### src/rtl/nn_pkg.sv
// rtl/nn_pkg.sv - activation format shared by the neuron, the output buffer and their benches
package nn_pkg;
  localparam int QM = 6;
  localparam int QN = 10;
  localparam int DW = QM + QN;

  typedef logic signed [DW-1:0] act_t;

  // Index width that stays legal when a layer has a single neuron.
  function automatic int idx_w(input int m);
    return (m > 1) ? $clog2(m) : 1;
  endfunction
endpackage

### src/rtl/layer_output_buffer_if.sv
// rtl/layer_output_buffer_if.sv - element input and vector output handshakes of the layer output buffer
interface layer_output_buffer_if import nn_pkg::*; #(
  parameter int M = 2
) ();
  logic              in_valid;
  logic              in_ready;
  act_t              in_data;
  logic              out_valid;
  logic              out_ready;
  act_t [M-1:0]      out_data;
  logic [1:0]        level;

  modport master (
    output in_valid, in_data, out_ready,
    input  in_ready, out_valid, out_data, level
  );

  modport slave (
    input  in_valid, in_data, out_ready,
    output in_ready, out_valid, out_data, level
  );
endinterface

### src/rtl/layer_output_buffer_act_bank.sv
// rtl/layer_output_buffer_act_bank.sv - one M-element activation bank with its full flag
module act_bank import nn_pkg::*; #(
  parameter int M  = 2,
  parameter int IW = idx_w(M)
) (
  input  logic          clk,
  input  logic          rst,
  input  logic          we,
  input  logic [IW-1:0] idx,
  input  act_t          wdata,
  input  logic          set_full,
  input  logic          clr_full,
  output logic          full,
  output act_t [M-1:0]  rdata
);
  act_t [M-1:0] mem;
  logic         full_q;

  always_ff @(posedge clk or posedge rst) begin
    if (rst) begin
      for (int k = 0; k < M; k++) begin
        mem[k] <= '0;
      end
    end else if (we) begin
      mem[idx] <= wdata;
    end
  end

  // The top never sets and clears the same bank in one cycle; set wins if it did.
  always_ff @(posedge clk or posedge rst) begin
    if (rst) begin
      full_q <= 1'b0;
    end else if (set_full) begin
      full_q <= 1'b1;
    end else if (clr_full) begin
      full_q <= 1'b0;
    end
  end

  assign full  = full_q;
  assign rdata = mem;
endmodule

### src/rtl/layer_output_buffer.sv
// rtl/layer_output_buffer.sv - ping-pong buffer gathering M serial neuron outputs into one parallel vector
module layer_output_buffer import nn_pkg::*; #(
  parameter int M = 2
) (
  input  logic                  clk,
  input  logic                  rst,
  layer_output_buffer_if.slave  bus
);
  localparam int IW = idx_w(M);
  localparam logic [IW-1:0] LAST_IDX = IW'(M - 1);

  logic          wr_bank;
  logic          rd_bank;
  logic [IW-1:0] wr_idx;
  logic [1:0]    level_q;

  logic [1:0]    full;
  logic [1:0]    we;
  logic [1:0]    set_full;
  logic [1:0]    clr_full;
  logic [1:0]    full_nxt;
  act_t [M-1:0]  rdata [2];

  logic          accept;
  logic          release_v;
  logic          frame_done;

  // Both handshake flags come straight from bank registers, so out_ready never reaches in_ready.
  assign bus.in_ready  = !full[wr_bank];
  assign bus.out_valid = full[rd_bank];
  assign bus.out_data  = rdata[rd_bank];
  assign bus.level     = level_q;

  assign accept     = bus.in_valid && bus.in_ready;
  assign release_v  = bus.out_valid && bus.out_ready;
  assign frame_done = accept && (wr_idx == LAST_IDX);

  always_comb begin
    we       = '0;
    set_full = '0;
    clr_full = '0;
    we[wr_bank]       = accept;
    set_full[wr_bank] = frame_done;
    clr_full[rd_bank] = release_v;
    for (int b = 0; b < 2; b++) begin
      full_nxt[b] = set_full[b] | (full[b] & ~clr_full[b]);
    end
  end

  for (genvar b = 0; b < 2; b++) begin : g_bank
    act_bank #(.M(M), .IW(IW)) u_bank (
      .clk      (clk),
      .rst      (rst),
      .we       (we[b]),
      .idx      (wr_idx),
      .wdata    (bus.in_data),
      .set_full (set_full[b]),
      .clr_full (clr_full[b]),
      .full     (full[b]),
      .rdata    (rdata[b])
    );
  end

  always_ff @(posedge clk or posedge rst) begin
    if (rst) begin
      wr_bank <= 1'b0;
      wr_idx  <= '0;
    end else if (accept) begin
      if (frame_done) begin
        wr_idx  <= '0;
        wr_bank <= ~wr_bank;
      end else begin
        wr_idx  <= wr_idx + IW'(1);
      end
    end
  end

  always_ff @(posedge clk or posedge rst) begin
    if (rst) begin
      rd_bank <= 1'b0;
    end else if (release_v) begin
      rd_bank <= ~rd_bank;
    end
  end

  // Level tracks the flags' next values so it lines up with full[] after the same edge.
  always_ff @(posedge clk or posedge rst) begin
    if (rst) begin
      level_q <= 2'd0;
    end else begin
      level_q <= {1'b0, full_nxt[0]} + {1'b0, full_nxt[1]};
    end
  end
endmodule

### src/flat_wrapper.sv
// flat-port wrapper written by rule: the top's interface ports become plain ports
module layer_output_buffer_flat import nn_pkg::*;
#(
  parameter int M = 2
)
  (clk, rst, bus_in_valid, bus_in_data, bus_out_ready, bus_in_ready, bus_out_valid, bus_out_data, bus_level);
  layer_output_buffer_if #(.M(M)) bus_i ();
  input  logic clk;
  input  logic rst;
  input wire logic [$bits(bus_i.in_valid)-1:0] bus_in_valid;
  input wire logic [$bits(bus_i.in_data)-1:0] bus_in_data;
  input wire logic [$bits(bus_i.out_ready)-1:0] bus_out_ready;
  output wire logic [$bits(bus_i.in_ready)-1:0] bus_in_ready;
  output wire logic [$bits(bus_i.out_valid)-1:0] bus_out_valid;
  output wire logic [$bits(bus_i.out_data)-1:0] bus_out_data;
  output wire logic [$bits(bus_i.level)-1:0] bus_level;
  assign bus_i.in_valid = bus_in_valid;
  assign bus_i.in_data = bus_in_data;
  assign bus_i.out_ready = bus_out_ready;
  assign bus_in_ready = bus_i.in_ready;
  assign bus_out_valid = bus_i.out_valid;
  assign bus_out_data = bus_i.out_data;
  assign bus_level = bus_i.level;
  layer_output_buffer #(.M(M)) u_core (.clk(clk), .rst(rst), .bus(bus_i));
endmodule
### config.mk
export PLATFORM = sky130hd
export DESIGN_NAME = layer_output_buffer_flat
export DESIGN_NICKNAME = d
export VERILOG_FILES = /design/src/rtl/nn_pkg.sv /design/src/rtl/layer_output_buffer_if.sv /design/src/rtl/layer_output_buffer_act_bank.sv /design/src/rtl/layer_output_buffer.sv /design/src/flat_wrapper.sv
export SDC_FILE = /design/constraint.sdc
export NUM_CORES = 1
export LEC_CHECK = 0
export CAP_MARGIN = 20
export CORE_ASPECT_RATIO = 0.9
export CORE_UTILIZATION = 45
export CTS_CLUSTER_DIAMETER = 40
export DETAILED_ROUTE_END_ITERATION = 8
export PLACE_DENSITY_LB_ADDON = 0.12
export RECOVER_POWER = 100
export SLEW_MARGIN = 20
export SYNTH_ARGS = -nofsm -noshare
export SYNTH_HDL_FRONTEND = slang
export SYNTH_HIERARCHICAL = 1
export SYNTH_SLANG_ARGS = --single-unit
### constraint.sdc
create_clock -name clk -period 5.7 [get_ports clk]
set_clock_uncertainty 0.2 [all_clocks]
set_input_delay 1.14 -clock clk [delete_from_list [all_inputs] [get_ports clk]]
set_output_delay 1.14 -clock clk [all_outputs]
set_load 0.02 [all_outputs]
# --- Yosys cells after proc, flatten, opt, wreduce, memory -nomap -nowiden ---
# Index checks and enable logic that the tools add are counted.
totals:
  regBits: 71
  inputBits: 20
  out_inout_bits: 36
  wordCells: 61
classes:
  add_sub_neg: 2
  magnitude_cmp: 7
  n_mux: 20
  bitwise: 12
  n_reduce_logical: 10
op_table:
  columns: ["operator", "count"]
  rows:
  - ["$mux W32", 3]
  - ["$bwmux W32", 2]
  - ["$demux W16 S1", 1]
  - ["$mux W16", 1]
  - ["$mux W1", 11]
  - ["$and A2 B2 Y2", 3]
  - ["$logic_and A1 B1 Y1", 6]
  - ["$lt A1 B2 Y1 const B", 3]
  - ["$not A1 Y1", 4]
  - ["$reduce_bool A2 Y1", 2]
  - ["$ge A1 B1 Y1 const B", 3]
  - ["$add A1 B1 Y2", 1]
  - ["$and A1 B1 Y1", 2]
  - ["$demux W1 S1", 2]
  - ["$ge A2 B2 Y1 const B", 1]
  - ["$not A1 Y2", 1]
  - ["$or A1 B1 Y1", 2]
  - ["$reduce_and A2 Y1", 1]
  - ["$add A1 B1 Y1 const B", 1]
  - ["$logic_not A1 Y1", 1]

# --- Depth between registers and ports, before layout ---
# Gate-level depths: netlist (run 1).
logic_depth:
  ltp_word: 9
  depth_mapped: 6
  depth_no_buf: 4

# --- By module ---
# Netlist (run 1), hierarchy kept.
by_module_without_submodules:
  columns: ["mod", "instances", "cells_each", "area_each_um2"]
  rows:
  - ["act_bank", 2, 73, 1292.5]
  - ["layer_output_buffer", 1, 64, 787.0]

# --- Worst setup path before layout (run 1) ---
# Ideal clock, no wire load.
synth_path:
  kind: "input port to flip-flop"
  startpoint: "input bus_in_valid"
  endpoint: "register u_core.g_bank[0].u_bank.mem, in the netlist u_core/g_bank[0].u_bank/rdata[10]"
  arrival_ps: 2164
  setup_slack_ps: 3211
  cell_stages: 5
  n_path_buf: 2
  cell_sequence: "nor3b_1 -> nor2b_4 -> buf_6 -> buf_6 -> mux2_4"
synth_between:
  elab_chain_len: 2
synth_lines:
  columns: ["item", "line", "rtl"]
  rows:
  - ["start: declaration", "flat_wrapper.sv:10", "input wire logic [$bits(bus_i.in_valid)-1:0] bus_in_valid;"]
  - ["$logic_and A1 B1 Y1", "layer_output_buffer.sv:34", "assign accept = bus.in_valid && bus.in_ready;"]
  - ["$and A2 B2 Y2 (no source line)", null, null]
  - ["end signal: indexed assignment", "layer_output_buffer_act_bank.sv:25", "mem[idx] <= wdata;"]
  - ["end: declaration", "layer_output_buffer_act_bank.sv:16", "act_t [M-1:0] mem;"]
# Every way passes these cells.
# A chain may end at the register's enable or synchronous reset.

# --- Final worst setup path (run 1) ---
layout_path:
  startpoint: "register u_core.rd_bank"
  endpoint: "output bus_out_data[15]"
layout_between:
  elab_chain_len: 4
layout_lines:
  columns: ["item", "line", "rtl"]
  rows:
  - ["start: declaration", "layer_output_buffer.sv:13", "logic rd_bank;"]
  - ["start signal: assignment", "layer_output_buffer.sv:82", "rd_bank <= ~rd_bank;"]
  - ["$not A1 Y2 (not written as such)", "layer_output_buffer.sv:31", "assign bus.out_data = rdata[rd_bank];"]
  - ["$mux W32 (not written as such) (3 in a row)", "layer_output_buffer.sv:31", null]
  - ["end: declaration", "flat_wrapper.sv:15", "output wire logic [$bits(bus_i.out_data)-1:0] bus_out_data;"]
# Every way passes these cells. The select of a mux whose other input is x is not followed.

==> results of run 1 <==
cells in the final DEF, fill, tap and decap left out:
| cell type | netlist | final |
|---|---|---|
| o21ai_0 | 1 | 1 |
| mux2_1 | 0 | 6 |
| nor2_1 | 4 | 4 |
| mux2_2 | 50 | 62 |
| clkbuf_1 | 0 | 2 |
| clkinv_2 | 0 | 2 |
| clkinvlp_4 | 0 | 1 |
| clkdlybuf4s50_1 | 0 | 18 |
| and3_2 | 1 | 1 |
| a21o_1 | 2 | 2 |
| nor3b_1 | 1 | 1 |
| nor3_1 | 1 | 1 |
| clkinv_4 | 0 | 1 |
| ha_1 | 1 | 1 |
| bufinv_16 | 0 | 1 |
| nand2b_1 | 1 | 1 |
| buf_12 | 2 | 1 |
| o22a_1 | 1 | 1 |
| nand2_1 | 3 | 5 |
| inv_1 | 6 | 6 |
| a21oi_1 | 2 | 2 |
| and3_1 | 1 | 1 |
| nor2b_1 | 0 | 2 |
| mux2i_1 | 1 | 1 |
| nand3_1 | 1 | 1 |
| clkbuf_8 | 0 | 11 |
| xnor2_1 | 1 | 1 |
| dfrtp_1 | 71 | 71 |
| mux2_4 | 47 | 29 |
| dlygate4sd3_1 | 0 | 37 |
worst max path at each step:
stage                     cells after the start                                end  slack [ns]
after CTS                                     2                   bus_out_data[15]        1.89
after global placement                        2                   bus_out_data[17]        2.30
after floorplan                               5  u_core/g_bank[0].u_bank/rdata[10]        3.21
final                                         3                   bus_out_data[15]        1.90
after detailed placement                      2                   bus_out_data[15]        2.28
after global routing                          3                   bus_out_data[15]        1.80
worst register-to-register path, delay by kind of cell, from the launching register on:
| kind | cells | cell delay, ns |
|---|---|---|
| AND/OR/NAND/NOR | 2 | 1.45 |
| multiplexers | 1 | 0.46 |
| flip-flops | 1 | 0.44 |
| buffers and inverters | 1 | 0.09 |
power by group through the flow:
stage	clock network (W)	logic, W	registers (W)
after floorplan	0	0.00103	0.000882
after global placement	0	0.00135	0.000982
after detailed placement	0	0.00136	0.000981
after CTS	0.000429	0.00137	0.000975
after global routing	0.000451	0.00136	0.000962
final	0.000415	0.00127	0.000926
routing by layer:
layer / GRT usage (%) / part of all wire [%]
met3: 5.829 / 4.4
met1: 25.09 / 50
met2: 25.87 / 45
met5: 0 / 0
met4: 4.196 / 0.49
metrics by stage:
| stage | std cells | power [W] | worst slack, ns | hold WS (ns) | cell area (um2) |
|---|---|---|---|---|---|
| CTS | 366 | 0.002775 | 1.891 | 0.3109 | 4133 |
| floorplan | 210 | 0.001910 | 3.211 | 0.2736 | 3372 |
| global route | 367 | 0.002774 | 1.797 | 0.3175 | 4056 |
| finish | 367 | 0.002615 | 1.903 | 0.2931 | 4056 |
| detailed placement | 350 | 0.002344 | 2.281 | 0.2920 | 3925 |
| global placement | 350 | 0.002330 | 2.296 | 0.2819 | 3925 |
registers in the layout, indices dropped and copies added (netlist names):
register and count:
u_core/g_bank.u_bank/rdata 64, u_core/g_bank.u_bank/full 2, u_core/wr_bank 1, u_core/bus.level 2
u_core/rd_bank 1, u_core/wr_idx 1
cells by family (layout without fill, tap and decap cells):
logic type / count (synthesis) / count (layout) / synth area share [%]
XOR/XNOR: 1 / 1 / 0.2598
adder cells (fa/ha/maj): 1 / 1 / 0.3710
flip-flops: 71 / 71 / 52.69
AND/OR/NAND/NOR: 17 / 17 / 3.080
AO/OA/AOI/OAI: 6 / 6 / 1.150
multiplexers: 98 / 98 / 37.92
buffers and inverters: 16 / 80 / 4.527
layout make-up:
cell class | count | area [um2] | share of cell area [%]
inverters | 6 | 22.52 | 0.5552
clock buffers | 11 | 151.4 | 3.732
well taps | 93 | 116.4 | 2.869
flip-flops and latches | 71 | 1777 | 43.80
repair buffers | 58 | 578.1 | 14.25
multi-input cells | 123 | 1355 | 33.41
clock inverters | 5 | 56.30 | 1.388
==> key figures, run 1 <==
Run status
  – Status: finished with violations
  – Failing checks: max-capacitance violations, max-slew violations

Synthesis
  – Register area share after synthesis: 52.69%
  – FF+latch count, synth: 71
  – Syn nets: 231
  – Area leader, netlist: dfrtp_1
  – YS warnings: 6
  – Synth Cell Area: 3372 um2
  – Syn Inst Count: 210
  – Synth area leaders: dfrtp_1 53%, mux2_4 21%, mux2_2 17%
  – Number of synthesized flops with an enable pin: 0
  – Share of the synthesized area in the top cell type: 52.69%
  – Synth cell count leaders: 71 x dfrtp_1, 50 x mux2_2, 47 x mux2_4, 8 x buf_6, 6 x inv_1
  – Post-synthesis cell type count: 23
  – Async SR Flop Fraction: 100.0%
  – Ys flop type: dfrtp_1
  – Synthesized area per cell: 16.06 um2
  – Count leader, synth: dfrtp_1

Worst hold path
  – Hold Path Depth: 1
  – Worst min-delay path class: flip-flop to flip-flop
  – Hold Startpoint: u_core/g_bank[1].u_bank/rdata[10]
  – Hold EP: u_core/g_bank[1].u_bank/rdata[10]

Setup path
  – Required @ worst endpoint: 4.36 ns
  – Reg-to-Reg End: u_core/g_bank[1].u_bank/rdata[2]
  – Delay-heaviest family, CP: buffers and inverters
  – CP peak stage delay: 0.79 ns
  – Flop-to-flop setup slack: 2.94 ns
  – Crit path launch: u_core/rd_bank
  – CP Cell Sequence: buf_12, mux2_2, dlygate4sd3_1
  – CP arrival: 2.46 ns
  – Crit end category: output port
  – R2R Path Start: u_core/g_bank[1].u_bank/full
  – Buffer and inverter count on the worst path: 2
  – Critical path class: flip-flop to output port
  – FF-to-FF path depth: 4
  – Crit start category: flip-flop
  – Worst path slowest cell: dfrtp_1
  – Peak fanout along the critical path: 25

Routing
  – First drt pass iteration count: 4
  – Routed Antenna Nets: 0
  – Routed wire per std cell: 16.70 um
  – Routed vias/inst: 5.093
  – Iteration-0 DRC Markers: 34
  – Number of remaining DRC errors: 0
  – Via count: 1,869
  – Final WL: 6129 um

Clock tree
  – Skew-Pair Late Insertion Delay: 0.34 ns
  – Resized cells post-CTS: 0
  – Post-CTS Setup Inserts: 0
  – CTS tree: built
  – CTS Hold Bufs: 0
  – Cts bufs inserted: 9
  – Longest Clk Path Bufs: 2
  – CTS H-tree lvls: 3
  – Clock transition at path regs: 0.07 ns
  – Clock sink count: 71
  – Root Driver: clkbuf_8

Timing
  – # setup viols final: 0
  – Worst-Margin Slew: 1.677 ns
  – Hold Violations, Final: 0
  – Highest clock rate: 263.3 MHz
  – Final Critical Period: 3.797 ns
  – Slew Viols, Final: 61
  – Tcrit/Tclk final: 66.62%
  – RSZ-0062 raised after global routing: false
  – Setup TNS: 0 ns
  – Relative slew slack: -12.06%

Power and ir drop
  – Seq pwr share: 35.4%
  – NetSw: 0.0008876 W
  – Sw Ratio: 33.94%
  – Clock network fraction of total power: 15.9%
  – IR drop worst, VDD: 0.0002859 V
  – Pwr dens: 644.6 nW/um2
  – P_int: 0.001727 W
  – Leak: 1.837 nW
  – Combinational power share: 48.7%

Final layout
  – Final net count: 290
  – Area growth syn-to-layout: 20.30%
  – Final core occ: 56.75%
  – Filler cells: 608
  – Share of layout cells above drive strength 1: 39.78%
  – Diodes inserted: 0

Floorplan
  – Die area: 7844 um2
  – Site Rows: 29
  – Die H: 84.12 um
  – Die W: 93.25 um
  – Core box area: 7148 um2
  – Starting density of the core: 47.17%
  – I/O pin total: 56

GRT
  – Total grt overflow: 0
  – Vias in the first global route: 1,970
  – Pin count of the biggest net entering global routing: 38
  – First-pass GRT wire length: 10,380 um
  – Antenna violations before repair: 0
  – Total track usage: 17.54%

Flow run
  – Max-cap violation count: 3

Placement
  – Buffers on Ports: 55
  – GPL Wtd Cong: 0.7534
  – HPWL after DPL: 3902 um
No activity file was read; power rests on OpenSTA's default activity.
==> inputs of run 2 (changes only) <==
==> constraint.sdc (replaced) <==
create_clock -name clk -period 3.6 [get_ports clk]
set_clock_uncertainty 0.2 [all_clocks]
set_input_delay 0.72 -clock clk [delete_from_list [all_inputs] [get_ports clk]]
set_output_delay 0.72 -clock clk [all_outputs]
set_load 0.02 [all_outputs]
==> run 2 against run 1 <==
The flow still finishes with violations (max-capacitance violations, max-slew violations); design area rose by 0.71%; global-route usage rose by 0.61 points; sequential cell count did not move; final cell count up 0.27%; largest cell class unchanged; highest routed layer unchanged.
==> key figures, run 2 (same netlist as run 1, synthesis figures left out) <==
Routing
  – Routed vias/inst: 5.008
  – Final WL: 6161 um
  – Iteration-0 DRC Markers: 42
  – Number of remaining DRC errors: 0
  – Routed Antenna Nets: 0
  – Via count: 1,843
  – Routed wire per std cell: 16.74 um
  – First drt pass iteration count: 4

Run status
  – Failing checks: max-capacitance violations, max-slew violations
  – Status: finished with violations

GRT
  – Total track usage: 18.15%
  – GR Util met1: 25.61%
  – Met3 usage: 7.195%
  – Pin count of the biggest net entering global routing: 21
  – GRT met2 Usage: 26.14%
  – Vias in the first global route: 2,001
  – GRT Max-Usage Layer: met2
  – Total grt overflow: 0
  – Antenna violations before repair: 0
  – First-pass GRT wire length: 10,680 um

Setup path
  – Peak fanout along the critical path: 20
  – Critical path class: flip-flop to output port
  – Required @ worst endpoint: 2.68 ns
  – CP arrival: 2.35 ns
  – Crit start category: flip-flop
  – Crit end category: output port

Final layout
  – Most common cell after layout, fill and taps aside: dfrtp_1
  – Final core occ: 57.15%
  – Area growth syn-to-layout: 21.15%
  – Most frequent cells in the layout: 70 x dfrtp_1, 51 x mux2_2, 37 x dlygate4sd3_1
  – Filler cells: 603
  – Diodes inserted: 0
  – Final net count: 291
  – Share of layout cells above drive strength 1: 36.00%
  – Multi-input logic area: 1363 um2
  – Max reg flops: 64
  – Register Area: 1778 um2

Power and ir drop
  – Leak: 1.857 nW
  – Final total power: 0.004192 W
  – Combinational power share: 47.8%
  – P_int: 0.002798 W
  – Clock network fraction of total power: 16.9%
  – Pwr dens: 1026 nW/um2
  – IR drop worst, VDD: 0.0003707 V
  – Seq pwr share: 35.3%
  – Sw Ratio: 33.24%
  – NetSw: 0.001393 W

Clock tree
  – Resized cells post-CTS: 0
  – Skew-Pair Late Insertion Delay: 0.34 ns
  – Post-CTS Setup Inserts: 0
  – Root Driver: clkbuf_8
  – CTS tree: built
  – CTS H-tree lvls: 3
  – Clock transition at path regs: 0.07 ns
  – CTS Hold Bufs: 0
  – Cts bufs inserted: 9
  – Clock sink count: 71
  – Longest Clk Path Bufs: 2

Timing
  – Slew Viols, Final: 34
  – RSZ-0062 raised after global routing: false
  – Tcrit/Tclk final: 90.94%
  – Relative slew slack: -11.24%
  – Hold Violations, Final: 0
  – Setup TNS: 0 ns
  – # setup viols final: 0
  – Worst-Margin Slew: 1.665 ns
  – Highest clock rate: 305.5 MHz
  – Final Critical Period: 3.274 ns

Floorplan
  – Die H: 84.12 um
  – Core box area: 7148 um2
  – Die area: 7844 um2
  – I/O pin total: 56
  – Die W: 93.25 um
  – Site Rows: 29
  – Starting density of the core: 47.17%

Placement
  – GPL Wtd Cong: 0.7845
  – Buffers on Ports: 55
  – HPWL after DPL: 4090 um

Worst hold path
  – Worst min-delay path class: flip-flop to flip-flop

Flow run
  – Max-cap violation count: 2
## run 2: worst paths after layout
path,startpoint,end,slack [ns],cells past startpoint
worst max-delay path,u_core/rd_bank,bus_out_data[27],0.33,3
worst min-delay path,u_core/g_bank[1].u_bank/rdata[10],u_core/g_bank[1].u_bank/rdata[10],0.29,1
worst max register to register,u_core/g_bank[1].u_bank/full,u_core/g_bank[1].u_bank/rdata[15],0.88,4
worst min register to register,u_core/g_bank[1].u_bank/rdata[10],u_core/g_bank[1].u_bank/rdata[10],0.29,1
max in group asynchronous,rst,u_core/g_bank[0].u_bank/rdata[18],1.05,3
min in group asynchronous,rst,u_core/wr_bank,0.60,2
## run 2: power by group through the flow
stage	Combinational, W	Sequential [W]	Clock (W)
6_report	0.00200	0.00148	0.000710
5_1_grt	0.00215	0.00154	0.000770
4_1_cts	0.00224	0.00150	0.000730
3_5_place_dp	0.00223	0.00151	0
3_3_place_gp	0.00221	0.00149	0
2_1_floorplan	0.00163	0.00140	0
## run 2: per-layer routing
metal / part of all wire [%] / up-vias / routed length, um
met5: 0 / - / 0
met4: 1.0 / 0 / 63
met3: 4.4 / 6 / 271
met2: 47 / 41 / 2895
met1: 48 / 940 / 2931
li1: - / 856 / -
## run 2: worst max-delay path, stage by stage, from the launching register on
cell and delay (ns):
dfrtp_2 0.74, buf_12 0.27, mux2_2 0.34, dlygate4sd3_1 0.65
## run 2: area by class of cell
class                   instances  area share, %
well taps                      93          2.848
flip-flops and latches         71          43.52
multi-input cells             123          33.35
repair buffers                 59          14.24
clock inverters                 3          1.593
inverters                       6         0.5513
clock buffers                  13          3.890
## run 2: through the flow
stage	cell area (um2)	hold WS, ns	setup WS, ns	std cells
floorplan	3372	0.2736	1.531	210
global placement	3953	0.2823	0.7257	352
detailed placement	3953	0.2928	0.6773	352
CTS	4177	0.3098	0.3620	368
global route	4085	0.3180	0.2171	368
finish	4085	0.2893	0.3263	368
==> inputs of run 3 (changes only) <==
--- a/config.mk
+++ b/config.mk
@@ -10,6 +10,7 @@
 export CORE_UTILIZATION = 45
 export CTS_CLUSTER_DIAMETER = 40
 export DETAILED_ROUTE_END_ITERATION = 8
+export GPL_TIMING_DRIVEN = 0
 export PLACE_DENSITY_LB_ADDON = 0.12
 export RECOVER_POWER = 100
 export SLEW_MARGIN = 20
==> run 3 against run 2 <==
The flow still finishes with violations (max-capacitance violations, max-slew violations); setup slack better by 0.26 ns; global-route usage down 0.25 points; clock-buffer cell count down 4; design area up 0.64%; clock power down 15%; wire length up 2.0%; largest power group unchanged.
==> key figures, run 3 (same netlist as run 1, synthesis figures left out) <==
Flow run
  – Max-cap violation count: 2

Floorplan
  – Starting density of the core: 47.17%
  – Core box area: 7148 um2
  – Die area: 7844 um2
  – Die W: 93.25 um
  – I/O pin total: 56
  – Site Rows: 29
  – Die H: 84.12 um

Routing
  – Routed wire per std cell: 16.72 um
  – First drt pass iteration count: 4
  – Iteration-0 DRC Markers: 61
  – Routed Antenna Nets: 0
  – Final WL: 6286 um
  – Via count: 1,878
  – Routed vias/inst: 4.995
  – Number of remaining DRC errors: 0

Setup path
  – R2R Path Start: u_core/g_bank[1].u_bank/full
  – Crit end category: flip-flop
  – Peak fanout along the critical path: 10
  – Crit start category: input pin
  – CP arrival: 3.03 ns
  – Required @ worst endpoint: 3.62 ns
  – Critical path class: input pin to flip-flop
  – Crit path launch: bus_in_valid

Clock tree
  – Longest Clk Path Bufs: 2
  – CTS tree: built
  – Root Driver: clkbuf_8
  – Cts bufs inserted: 9
  – Clock sink count: 71
  – Clock transition at path regs: 0.07 ns
  – Post-CTS Setup Inserts: 0
  – Resized cells post-CTS: 0
  – Skew-Pair Late Insertion Delay: 0.34 ns
  – CTS H-tree lvls: 3
  – CTS Hold Bufs: 0

Power and ir drop
  – Pwr dens: 1005 nW/um2
  – Leak: 1.875 nW
  – IR drop worst, VDD: 0.0003987 V

Placement
  – HPWL after DPL: 4290 um
  – Dpl cell area: 4079 um2
  – GPL Wtd Cong: 0.7031
  – Buffers on Ports: 55

Final layout
  – Share of layout cells above drive strength 1: 36.04%
  – Diodes inserted: 0
  – Final net count: 299
  – Multi-input logic area: 1358 um2
  – Area growth syn-to-layout: 21.93%
  – Most common cell after layout, fill and taps aside: dfrtp_1
  – Filler cells: 596
  – Most frequent cells in the layout: 71 x dfrtp_1, 50 x mux2_2, 39 x dlygate4sd3_1
  – Max reg flops: 64
  – Finished Cell Area: 4111 um2
  – Register Area: 1777 um2

Timing
  – RSZ-0062 raised after global routing: false
  – Tcrit/Tclk final: 83.66%
  – Worst-Margin Slew: 1.631 ns
  – Setup TNS: 0 ns
  – # setup viols final: 0
  – Relative slew slack: -8.766%
  – Slew Viols, Final: 57
  – Final Critical Period: 3.012 ns
  – Highest clock rate: 332.0 MHz
  – Hold Violations, Final: 0

GRT
  – Antenna violations before repair: 0
  – Vias in the first global route: 1,999
  – Pin count of the biggest net entering global routing: 29
  – First-pass GRT wire length: 10,540 um
  – Total track usage: 17.90%
  – Total grt overflow: 0

Run status
  – Failing checks: max-capacitance violations, max-slew violations
  – Status: finished with violations

Worst hold path
  – Hold Startpoint: u_core/g_bank[0].u_bank/rdata[6]
  – Worst min-delay path class: flip-flop to flip-flop
-- run 3: changes by cell type in the layout (fill, tap and decap cells not counted), moves of 2 or more --
| cell | delta |
|---|---|
| clkinv_2 | +4 |
| buf_6 | +3 |
| mux2_1 | +3 |
| clkbuf_1 | +2 |
| clkbuf_8 | -2 |
| clkdlybuf4s50_1 | -2 |
| dlygate4sd3_1 | +2 |
| mux2_4 | -2 |
-- run 3: worst paths after layout --
kind | endpoint | slack (ns) | depth (start not counted)
worst max-delay path | u_core/g_bank[1].u_bank/rdata[2] | 0.59 | 6
worst min-delay path | u_core/g_bank[0].u_bank/rdata[6] | 0.29 | 1
worst max register to register | u_core/g_bank[1].u_bank/rdata[2] | 1.07 | 6
worst min register to register | u_core/g_bank[0].u_bank/rdata[6] | 0.29 | 1
max in group asynchronous | u_core/g_bank[0].u_bank/rdata[4] | 0.82 | 3
min in group asynchronous | u_core/wr_bank | 0.56 | 2
-- run 3: through the flow --
stage	hold slack, ns	util [%]	std cells	power [W]	worst slack, ns
floorplan	0.2736	-	210	0.003024	1.531
global placement	0.2824	56.50	358	0.003781	0.8471
detailed placement	0.2867	57.06	360	0.003825	0.8068
CTS	0.3104	59.69	376	0.004450	0.7454
global route	0.3082	57.52	376	0.004381	0.4112
finish	0.2870	57.52	376	0.004130	0.5883
-- run 3: worst max-delay path, cell delays in order --
cell and delay (ns):
dlygate4sd3_1 0.60, and3_2 0.21, nor2b_2 0.12, clkbuf_1 0.34
clkbuf_1 0.62, mux2_1 0.41
-- run 3: cell type report --
type / count / area share [%]
Sequential cell: 71 / 43.21
Multi-Input combinational cell: 123 / 33.02
Timing Repair Buffer: 57 / 13.57
Clock buffer: 9 / 3.013
Tap cell: 93 / 2.830
Buffer: 10 / 2.252
Clock inverter: 7 / 1.552
Inverter: 6 / 0.5478
-- run 3: metal layers --
| layer | vias to the layer above | routed length (um) | GRT usage [%] |
|---|---|---|---|
| li1 | 873 | - | - |
| met1 | 950 | 2930 | 24.72 |
| met2 | 50 | 3017 | 27.47 |
| met3 | 5 | 296 | 5.829 |
| met4 | 0 | 41 | 4.336 |
| met5 | - | 0 | 0 |
-- run 3: where the power goes --
part	leakage (nW)	total, W	internal, W	switching (W)
clock network	0.103	0.000606	0.000315	0.000291
registers	0.848	0.00143	0.00120	0.000224
logic	0.924	0.00210	0.00120	0.000901
